==> config.mk <==
export PLATFORM = sky130hd
export DESIGN_NAME = mips_cpu_muldiv_seq
export DESIGN_NICKNAME = d
export VERILOG_FILES = /design/src/rtl/mips_cpu_muldiv_seq.sv
export SDC_FILE = /design/constraint.sdc
export NUM_CORES = 1
export LEC_CHECK = 0
export BUFFER_PORTS_ARGS = -buffer_cell sky130_fd_sc_hd__buf_4
export CAP_MARGIN = 20
export CORE_MARGIN = 8
export CORE_UTILIZATION = 30
export CTS_BUF_LIST = sky130_fd_sc_hd__clkbuf_8
export DETAILED_ROUTE_END_ITERATION = 12
export HOLD_SLACK_MARGIN = 0.1
export PLACE_DENSITY_LB_ADDON = 0.3
export SYNTH_ARGS = -nofsm -noshare
export SYNTH_HDL_FRONTEND = slang
export SYNTH_SLANG_ARGS = --single-unit
==> constraint.sdc <==
create_clock -name clk -period 3.06 [get_ports clk]
set_input_delay 0.306 -clock clk [delete_from_list [all_inputs] [get_ports clk]]
set_output_delay 0.306 -clock clk [all_outputs]
set_load 0.005 [all_outputs]
==> src/rtl/mips_cpu_muldiv_seq.sv <==
`timescale 1ns/1ps
// Sequential MIPS multiply/divide unit: MULT/MULTU/DIV/DIVU in 33 edges.
// Ports: clk, reset (async low), clk_enable, start, op, op_a, op_b,
//   mthi, mtlo, mt_data in; busy, done, hi, lo out.
module mips_cpu_muldiv_seq (
   input  logic        clk,
   input  logic        reset,
   input  logic        clk_enable,
   input  logic        start,
   input  logic [1:0]  op,
   input  logic [31:0] op_a,
   input  logic [31:0] op_b,
   input  logic        mthi,
   input  logic        mtlo,
   input  logic [31:0] mt_data,
   output logic        busy,
   output logic        done,
   output logic [31:0] hi,
   output logic [31:0] lo
);

   localparam logic [1:0] S_IDLE = 2'd0;
   localparam logic [1:0] S_CALC = 2'd1;
   localparam logic [1:0] S_FIX  = 2'd2;

   logic [1:0]  state_q, state_d;
   logic [5:0]  cnt_q, cnt_d;
   logic        div_q, div_d;
   logic        sa_q, sa_d;
   logic        sb_q, sb_d;
   logic [31:0] opnd_q, opnd_d;
   logic [63:0] acc_q, acc_d;
   logic [31:0] hi_q, hi_d;
   logic [31:0] lo_q, lo_d;
   logic        done_q, done_d;

   logic        is_div, is_sgn;
   logic        a_neg, b_neg;
   logic [31:0] a_mag, b_mag;

   assign is_div = op[1];
   assign is_sgn = ~op[0];
   assign a_neg  = is_sgn & op_a[31];
   assign b_neg  = is_sgn & op_b[31];
   assign a_mag  = a_neg ? (~op_a + 32'd1) : op_a;
   assign b_mag  = b_neg ? (~op_b + 32'd1) : op_b;

   // Multiply: acc = {partial, multiplier}; add on LSB, shift right
   // with the carry out of the add.
   logic [32:0] mul_sum;
   logic [63:0] mul_nxt;
   assign mul_sum = {1'b0, acc_q[63:32]}
                  + (acc_q[0] ? {1'b0, opnd_q} : 33'd0);
   assign mul_nxt = {mul_sum, acc_q[31:1]};

   // Divide: acc = {remainder, dividend}; restoring step on the
   // 33-bit shifted remainder, quotient bit enters at the LSB.
   logic        div_ge;
   logic [31:0] rem_sub;
   logic [63:0] div_nxt;
   assign div_ge  = acc_q[63:31] >= {1'b0, opnd_q};
   assign rem_sub = acc_q[62:31] - opnd_q;
   assign div_nxt = div_ge ? {rem_sub, acc_q[30:0], 1'b1}
                           : {acc_q[62:0], 1'b0};

   logic [63:0] mul_res;
   logic [31:0] quo_res, rem_res;
   logic        div_zero;
   assign mul_res  = (sa_q ^ sb_q) ? (~acc_q + 64'd1) : acc_q;
   assign div_zero = (opnd_q == 32'd0);
   // With a zero divisor the loop leaves |op_a| in the remainder and
   // all ones in the quotient; restoring the sign gives back op_a.
   assign quo_res  = div_zero ? 32'hFFFF_FFFF :
                     (sa_q ^ sb_q) ? (~acc_q[31:0] + 32'd1) : acc_q[31:0];
   assign rem_res  = sa_q ? (~acc_q[63:32] + 32'd1) : acc_q[63:32];

   always_comb begin
      state_d = state_q;
      cnt_d   = cnt_q;
      div_d   = div_q;
      sa_d    = sa_q;
      sb_d    = sb_q;
      opnd_d  = opnd_q;
      acc_d   = acc_q;
      hi_d    = hi_q;
      lo_d    = lo_q;
      done_d  = 1'b0;
      unique case (state_q)
         S_IDLE: begin
            if (start) begin
               div_d   = is_div;
               sa_d    = a_neg;
               sb_d    = b_neg;
               opnd_d  = is_div ? b_mag : a_mag;
               acc_d   = {32'd0, is_div ? a_mag : b_mag};
               cnt_d   = 6'd0;
               state_d = S_CALC;
            end else begin
               if (mthi) hi_d = mt_data;
               if (mtlo) lo_d = mt_data;
            end
         end
         S_CALC: begin
            acc_d = div_q ? div_nxt : mul_nxt;
            cnt_d = cnt_q + 6'd1;
            if (cnt_q == 6'd31) state_d = S_FIX;
         end
         S_FIX: begin
            if (div_q) begin
               hi_d = rem_res;
               lo_d = quo_res;
            end else begin
               hi_d = mul_res[63:32];
               lo_d = mul_res[31:0];
            end
            done_d  = 1'b1;
            state_d = S_IDLE;
         end
         default: state_d = S_IDLE;
      endcase
   end

   // Gated edges hold everything, including a pending done pulse.
   always_ff @(posedge clk or negedge reset) begin
      if (!reset) begin
         state_q <= S_IDLE;
         cnt_q   <= 6'd0;
         div_q   <= 1'b0;
         sa_q    <= 1'b0;
         sb_q    <= 1'b0;
         opnd_q  <= 32'd0;
         acc_q   <= 64'd0;
         hi_q    <= 32'd0;
         lo_q    <= 32'd0;
         done_q  <= 1'b0;
      end else if (clk_enable) begin
         state_q <= state_d;
         cnt_q   <= cnt_d;
         div_q   <= div_d;
         sa_q    <= sa_d;
         sb_q    <= sb_d;
         opnd_q  <= opnd_d;
         acc_q   <= acc_d;
         hi_q    <= hi_d;
         lo_q    <= lo_d;
         done_q  <= done_d;
      end
   end

   assign busy = (state_q == S_CALC) || (state_q == S_FIX);
   assign done = done_q;
   assign hi   = hi_q;
   assign lo   = lo_q;

endmodule

Word level (Yosys, flattened, before mapping). Index checks and enable logic that the tools add are counted.

Word-level logic and storage cells: 73. Output and inout bits: 66. Register bits: 172. Bits of input ports: 104.

Order comparisons: 1. Reductions and logical operators: 10. Bitwise operators: 9. Equality and inequality tests: 8. Muxes and demuxes: 27. $add $sub $neg: 8.

Operators with widths (number): $mux 32 (14); $mux 64 (4); $add 32x1->32 const B (4); $not 32->32 (4); $pmux 32 s2 (2); $pmux 64 s2 (1); $add 64x1->64 const B (1); $not 64->64 (1); $add 32x32->33 (1); $ge 33x32->1 (1); $logic_not 32->1 (1); $sub 32x32->32 (1); $pmux 6 s2 (1); $ne 2x2->1 const B (5); $reduce_and 3->1 (3); $reduce_and 4->1 (2); $add 6x1->6 const B (1); $eq 6x5->1 const B (1); $mux 6 (1); $mux 2 (2); $pmux 2 s2 (1); $reduce_bool 2->1 (2); $and 1x1->1 (2); $eq 2x1->1 const B (1); other kinds (6) (6).

Longest topological paths before layout. Gate-level depths: netlist of the first run.

Depth in word-level cells: 6. Gate-level depth with buffers: 14. Depth with buffers taken out: 13.

Worst setup path before layout of the first run. Ideal clock, no wire load.

Path type: register -> register. From: register acc_q[0]. To: register acc_q[60]. Data arrival time: 3029 ps. Data required time: 2926 ps. Clock period less this slack: 3163 ps. Library setup time: 134 ps. Path buffers: 1. Cell stages (with the launch flop): 14. Setup slack: -103 ps. Cells stage by stage: dfrtp_1 > inv_1 > clkbuf_1 > nor2_1 > ha_1 > o21a_1 > a211oi_1 > a211oi_1 > nor3_1 > o22ai_1 > a221oi_1 > o21ai_0 > a21oi_1 > o211ai_1.

Cells in the longest elaborated chain, start to end: 4.

Ends and longest elaborated chain: from (decl) (RTL line 32) `logic [63:0] acc_q, acc_d;`; from (signal assigned) (RTL line 132) `acc_q <= 64'd0;`; from (signal assigned) (RTL line 143) `acc_q <= acc_d;`; $mux 32 (RTL line 53) `+ (acc_q[0] ? {1'b0, opnd_q} : 33'd0);`; $add 32x32->33 (RTL line 53); $mux 64 (RTL line 104) `acc_d = div_q ? div_nxt : mul_nxt;`; $pmux 64 s2 (RTL line 88) `unique case (state_q)`.

No other way between the ends. A chain may end at the register's enable or synchronous reset.

Final worst setup path of the first run.
From: register acc_q[0]. To: register acc_q[59].

Same word-level chain as after synthesis.

==> reports/qor.yml, run 1 <==
postLayoutCoreUtil: 0.4277
crit_path_end_kind: "register"
worst_ep_arrival_time_ns: 3.61
nNetsFinal: 2638
grt_pass1_vias: 16851
ys_warn_count: 0
cts_buffers: 17
synth_cell_type_count: 78
synthSimpleGateAreaFrac: 0.1948
grt_first_pass_wirelength_mm: 101.1
clk_pin_slew_ns: 0.12
synthAdderAreaFrac: 0.06104
synth_compound_area_frac: 0.2808
wl_mm: 66.94
num_io_pins: 170
synth_seq_cells: 172
yosys-mux-area-fraction: 0.03880
ys_seq_area_frac: 0.2792
dp_hpwl_mm: 52.01
powerDensity_nw_per_um2: 1101
max-vdd-ir-drop_v: 0.0004917
grt_max_degree: 84
fin_crit_sh: 1.039
cts_tree: "yes"
tightest_slew_ns: 0.8615
portBuffers: 169
core_um2: 51090
register_area_um2: 4310
netlist_area_um2: 15410
synth-xor-area-share: 0.09489
fmax_mhz: 314.6
die_w_um: 242.7
rsz0062_at_grt: "yes"
skew_ns: 0.02401
die-area_um2: 58890
placed_area_um2: 19510
synth_top_cell_by_area: "dfrtp_1"
worst_setup_path_start_kind: "register"
synth_top_family_by_area: "compound AO/OA/AOI/OAI gates"
hold_viol: 0
avgRoutedWirePerCell_um: 21.22
status: "complete, but fails checks"
violations: "negative setup slack"
fin_ws_ns: -0.1190
syn_to_final_growth_pct: 41.77
p_leak_nw: 9.704
rows: 83
root_buffer: "clkbuf_8"
antenna_found_initial: 1
drc_errors: 0
ant_nets: 0
multi_input_area_um2: 11490
synth_ff_type: "dfrtp_1"
synthTopCellsByArea: "dfrtp_1 28%, o21ai_0 6.6%, a21oi_1 6.4%"
clock_sinks: 172
finalSetupViolCount: 18
gp_congestion: 0.9343
period_minus_slack_ns: 3.179
syn_nets: 2197
start_util: 0.3017
async_reset_ff_frac: 1.000
slew_headroom: 0.4236
vias_per_cell: 5.533
dr_total_vias: 17452
path_max_fanout: 7
fill_cells: 5137
cap_violations: 0
drive_above_1_share: 0.3182
hold_path.class: "input port to register"
firstDrtPassIters: 5
pre_cts_ws_ns: -0.3571
cts_buffer_depth: 2
slew_violations: 0
criticalPathCategory: "register to register"
drt_iter0_markers: 1366
synth_area_per_cell_um2: 7.635
holdWs_ns: 0.1309
overflow: 0
synthCells: 2019
netlist.area_leader.share: 0.2792
die_h_um: 242.7
h-tree-depth: 4
synth_edf_count: 0
track_usage: 0.2165
clk_latency_ns: 0.54
finalInstanceArea_um2: 21850
cp_data_required_time_ns: 3.49
sequential cells by signal, summed over array words and instances (netlist names):
signal and cells:
sa_q 1, div_q 1, opnd_q 32, cnt_q 6, done 1, acc_q 64
lo 32, hi 32, state_q 2, sb_q 1
kinds of logic (layout without fill, tap and decap cells):
family	count (synthesis)	in the layout
and+or+nand+nor	643	643
adders and majority gates	74	74
buffers and inverters	204	658
AOI/OAI and AO/OA	702	702
other	0	1
DFF	172	172
muxes	57	57
xor gates and xnor gates	167	167
per-layer routing:
| metal | part of all wire | vias to the layer above | wire length (um) | track usage |
|---|---|---|---|---|
| met2 | 0.46 | 636 | 30650 | 0.3515 |
| met1 | 0.45 | 8493 | 29990 | 0.2908 |
| met5 | 0 | - | 0 | 0 |
| met3 | 0.061 | 112 | 4083 | 0.03426 |
| met4 | 0.033 | 0 | 2215 | 0.07140 |
| li1 | - | 8211 | - | - |
final cells by class:
type	count	share of cell area
inverter	76	0.01340
tap	680	0.03893
antenna	1	0.0001145
clock buffer	18	0.01134
multi-input combinational	1643	0.5260
timing repair buffer	550	0.2059
clock inverter	14	0.007042
sequential	172	0.1972
per-stage QoR:
step           setup TNS, ns  power, mW  std cells
2_1_floorplan              0      12.61       2019
3_3_place_gp          -4.452      19.30       3051
3_5_place_dp          -6.454      19.47       3052
4_1_cts              -0.3753      22.70       3136
5_1_grt               -4.601      25.71       3154
6_report             -0.7683      24.06       3154
cell usage after synthesis (5+ instances only):
| library cell | n |
|---|---|
| nor3b_1 | 7 |
| dfrtp_1 | 172 |
| o21ai_1 | 6 |
| nor4_1 | 28 |
| xor2_1 | 82 |
| ha_1 | 72 |
| nor3_1 | 43 |
| nand2_1 | 210 |
| o21bai_1 | 11 |
| a211oi_1 | 35 |
| and3_1 | 14 |
| o22ai_1 | 35 |
| inv_1 | 74 |
| nand4_1 | 17 |
| or2_2 | 5 |
| mux2_2 | 22 |
| or3_1 | 31 |
| a21oi_1 | 196 |
| xnor2_1 | 85 |
| o31a_1 | 5 |
| o41ai_1 | 7 |
| a31o_2 | 6 |
| o31ai_1 | 24 |
| and2_1 | 8 |
| a41oi_1 | 8 |
| buf_2 | 10 |
| clkbuf_1 | 104 |
| nor2b_1 | 10 |
| mux2i_1 | 35 |
| a221o_1 | 5 |
| o311ai_0 | 6 |
| o211ai_1 | 24 |
| a31oi_1 | 22 |
| buf_1 | 14 |
| or4_1 | 8 |
| nor2_1 | 203 |
| o21a_1 | 9 |
| a221oi_1 | 5 |
| o21ai_0 | 203 |
| nand3_1 | 25 |
| a21o_1 | 45 |
| nand2b_1 | 17 |
| a22oi_1 | 10 |
final timing paths:
kind                             startpoint         to  slack [ns]  cells after the start
worst max-delay path               acc_q[0]  acc_q[59]       -0.12                     14
worst min-delay path            mt_data[16]     hi[16]        0.13                      3
worst max register to register     acc_q[0]  acc_q[59]       -0.12                     14
worst min register to register        hi[0]      hi[0]        0.49                      2
max in group asynchronous             reset     hi[29]        2.02                      3
min in group asynchronous             reset      lo[7]        0.31                      2
worst max-delay path, stage by stage, from the launching register on:
cell and delay, ns:
dfrtp_1 0.43, inv_4 0.11, buf_12 0.13, buf_12 0.15
nor2_1 0.07, ha_2 0.18, a21o_1 0.19, a211o_1 0.33
nand2_1 0.09, o211ai_1 0.15, o31a_1 0.35, a311o_1 0.42
xor2_1 0.17, a221oi_2 0.23, o21ai_1 0.09
timing repair:
item                                    CTS  global route
endpoints found under the hold margin    78             0
endpoints found under the setup margin   36            48
hold buffers                             21             0
pin swaps                                77           113
resized for setup                       151           141
setup buffers                            29            18
gates cloned                              3             0
report_power, final:
| group | internal, mW | leakage (nW) | switching, mW |
|---|---|---|---|
| registers | 3.28 | 2.13 | 0.890 |
| logic | 8.42 | 7.37 | 9.73 |
| clock network | 0.697 | 0.202 | 1.04 |
| total | 12.4 | 9.70 | 11.7 |
placed cells by master, fill, tap and decap left out, types with 27 or more instances in the layout:
cell,Yosys,final
a21o_1,45,45
xor2_1,82,82
nor2_1,203,181
o21ai_1,6,27
xnor2_1,85,80
ha_1,72,45
o22ai_1,35,33
dfrtp_1,172,167
o21ai_0,203,175
buf_4,0,487
a21oi_1,196,171
nor3_1,43,37
mux2i_1,35,34
a211oi_1,35,27
nand2_1,210,202
inv_1,74,62
(Power assumes the default switching activity.)
==> inputs of run 2 (changes only) <==
==> constraint.sdc (replaced) <==
create_clock -name clk -period 2.7 [get_ports clk]
set_input_delay 0.27 -clock clk [delete_from_list [all_inputs] [get_ports clk]]
set_output_delay 0.27 -clock clk [all_outputs]
set_load 0.01 [all_outputs]
==> run 2 against run 1 <==
Effect of this change: worst hold slack worse by 0.0073 ns; highest routed layer unchanged; critical endpoint is now acc_q[41]; sequential cell count did not move; cell count increased by 4.2%; the run still ends with negative setup slack left; critical path depth unchanged.
==> reports/qor.yml, run 2 (synthesis gave the netlist of run 1 again) <==
portBuffers: 169  # unchanged
max_flop_register: "acc_q"
skew_ns: 0.01750  # -0.006509 ns
pwr-share-comb: 0.777  # +0.023
fill_cells: 5019  # -2.3%
busiest_layer: "met2"
slew_headroom: 0.4905  # +0.06689
postLayoutCoreUtil: 0.4554  # +0.02772
slew_violations: 0  # unchanged
grt_max_degree: 84  # unchanged
power_frac_seq: 0.155  # -0.018
cts_tree: "yes"
final_cell_mix: "586 x buf_4, 195 x nand2_1, 187 x nor2_1"
pre_cts_ws_ns: -0.7212  # -0.3641 ns
fin_setup_tns_ns: -14.15  # -13.38 ns
clk_pin_slew_ns: 0.11  # about the same
register_area_um2: 4312  # about the same
firstDrtPassIters: 5  # unchanged
cap_violations: 0  # unchanged
crit_top_cell: "buf_12"
multi_input_area_um2: 11810  # +2.7%
dp_hpwl_mm: 53.29  # +2.5%
rows: 83  # unchanged
core_um2: 51090  # unchanged
slowest_stage: "dfrtp_1"
wl_mm: 68.46  # +2.3%
crit_path_end_kind: "register"
drive_above_1_share: 0.3629  # +0.04467
violations: "negative setup slack"
gp_congestion: 0.9458  # +1.2%
criticalPathCategory: "register to register"
track_usage: 0.2224  # +0.005882
globalRouteMet3Util: 0.03613  # +0.001867
hold_path.class: "input port to register"
fin_cells: 3286  # +4.2%
finalInstanceArea_um2: 23270  # +6.5%
root_buffer: "clkbuf_8"
syn_to_final_growth_pct: 50.96
clk_latency_ns: 0.60  # +0.06 ns
path_max_fanout: 8  # +1
largest_register_ffs: 64  # unchanged
fin_ws_ns: -0.3929  # -0.2739 ns
dr_total_vias: 17824  # +2.1%
use_met2: 0.3529  # +0.001408
final_common_cell: "buf_4"
h-tree-depth: 4  # unchanged
cts_buffer_depth: 2  # unchanged
overflow: 0  # unchanged
p_leak_nw: 10.44  # +7.6%
max-vdd-ir-drop_v: 0.0005537  # +13%
die_h_um: 242.7  # unchanged
nNetsFinal: 2769  # +5.0%
die_w_um: 242.7  # unchanged
hold_viol: 0  # unchanged
critPathMaxStageDelay_ns: 0.41  # -0.02 ns
start_util: 0.3017  # unchanged
vias_per_cell: 5.424  # -2.0%
internal_power_mw: 15.13  # +22%
crit_chain: "inv_2 -> ha_4 -> a21o_1 -> or3_4 -> o211ai_1 -> buf_4 -> o211a_4 -> o31ai_4 -> a21oi_4 -> buf_12 -> buf_12 -> mux2i_2 -> a21oi_1 -> a31o_2"
num_io_pins: 170  # unchanged
tightest_slew_ns: 0.7597  # -0.1017 ns
cp_data_required_time_ns: 3.18  # -0.31 ns
clock_sinks: 172  # unchanged
avgRoutedWirePerCell_um: 20.84  # -1.8%
worst_ep_arrival_time_ns: 3.58  # -0.03 ns
finalSetupViolCount: 62  # +44
gr-usage-met1: 0.2988  # +0.008040
grt_first_pass_wirelength_mm: 102.8  # +1.7%
place_inst: 3150  # +3.2%
powerDensity_nw_per_um2: 1251  # +14%
status: "complete, but fails checks"
fmax_mhz: 323.3  # +2.8%
drc_errors: 0  # unchanged
rsz0062_at_grt: "yes"
cts_buffers: 17  # unchanged
worst_setup_path_start_kind: "register"
drt_iter0_markers: 1333  # -2.4%
die-area_um2: 58890  # unchanged
switching_share: 0.4803  # -0.004393
placed_area_um2: 20450  # +4.8%
fin_crit_sh: 1.146  # +0.1066
r2r_slack_ns: -0.39  # -0.27 ns
grt_pass1_vias: 17216  # +2.2%
period_minus_slack_ns: 3.093  # -0.08610 ns
switchingPower_mw: 13.98  # +20%
clkPwrFrac: 0.068  # -0.004
ant_nets: 0  # unchanged
antenna_found_initial: 1  # unchanged
## run 2: path summary, 6_finish.rpt
kind                            startpoint   endpoint  cells after the start
worst max-delay path             opnd_q[6]  acc_q[41]                     14
worst min-delay path                 start   cnt_q[5]                      4
worst max register to register   opnd_q[6]  acc_q[41]                     14
worst min register to register      hi[28]     hi[28]                      1
max in group asynchronous            reset  acc_q[39]                      3
min in group asynchronous            reset     lo[15]                      2
## run 2: layer usage
metal | routed length [um] | part of all wire
met1 | 30740 | 0.45
met4 | 2523 | 0.037
met2 | 31050 | 0.45
met3 | 4156 | 0.061
met5 | 0 | 0
## run 2: layout make-up
type | count | share of cell area
multi-input cells | 1643 | 0.5073
repair buffers | 681 | 0.2407
flip-flops and latches | 172 | 0.1853
well taps | 680 | 0.03656
inverters | 76 | 0.01247
clock buffers | 18 | 0.01065
clock inverters | 14 | 0.006829
diodes | 2 | 0.0002151
## run 2: timing repair
action / in CTS / in global routing
hold buffers: 38 / 0
hold endpoints to repair: 108 / 0
pin swaps: 101 / 126
buffers inserted: 44 / 23
resized for setup: 182 / 173
cloned: 3 / 4
endpoints found under the setup margin: 92 / 96
## run 2: critical path, delay by kind of cell, from the launching register on
family          cells  cell delay [ns]
flops               1             0.41
compound gates      7             1.24
simple gates        1             0.33
mux                 1             0.23
fa+ha+maj           1             0.22
buf+inv             4             0.57
## run 2: power groups by stage
stage | Clock (mW) | Sequential (mW) | Combinational, mW
global route | 2.12 | 4.64 | 24.2
floorplan | 0 | 4.80 | 10.1
CTS | 2.03 | 4.48 | 21.4
finish | 1.99 | 4.51 | 22.6
detailed placement | 0 | 4.50 | 19.0
global placement | 0 | 4.46 | 18.9
## run 2: per-stage QoR
stage	hold slack, ns	total power [mW]
6_report	0.1236	29.11
5_1_grt	0.1167	30.97
4_1_cts	0.1123	27.91
3_5_place_dp	0.2892	23.48
3_3_place_gp	0.2963	23.31
2_1_floorplan	-0.02559	14.93
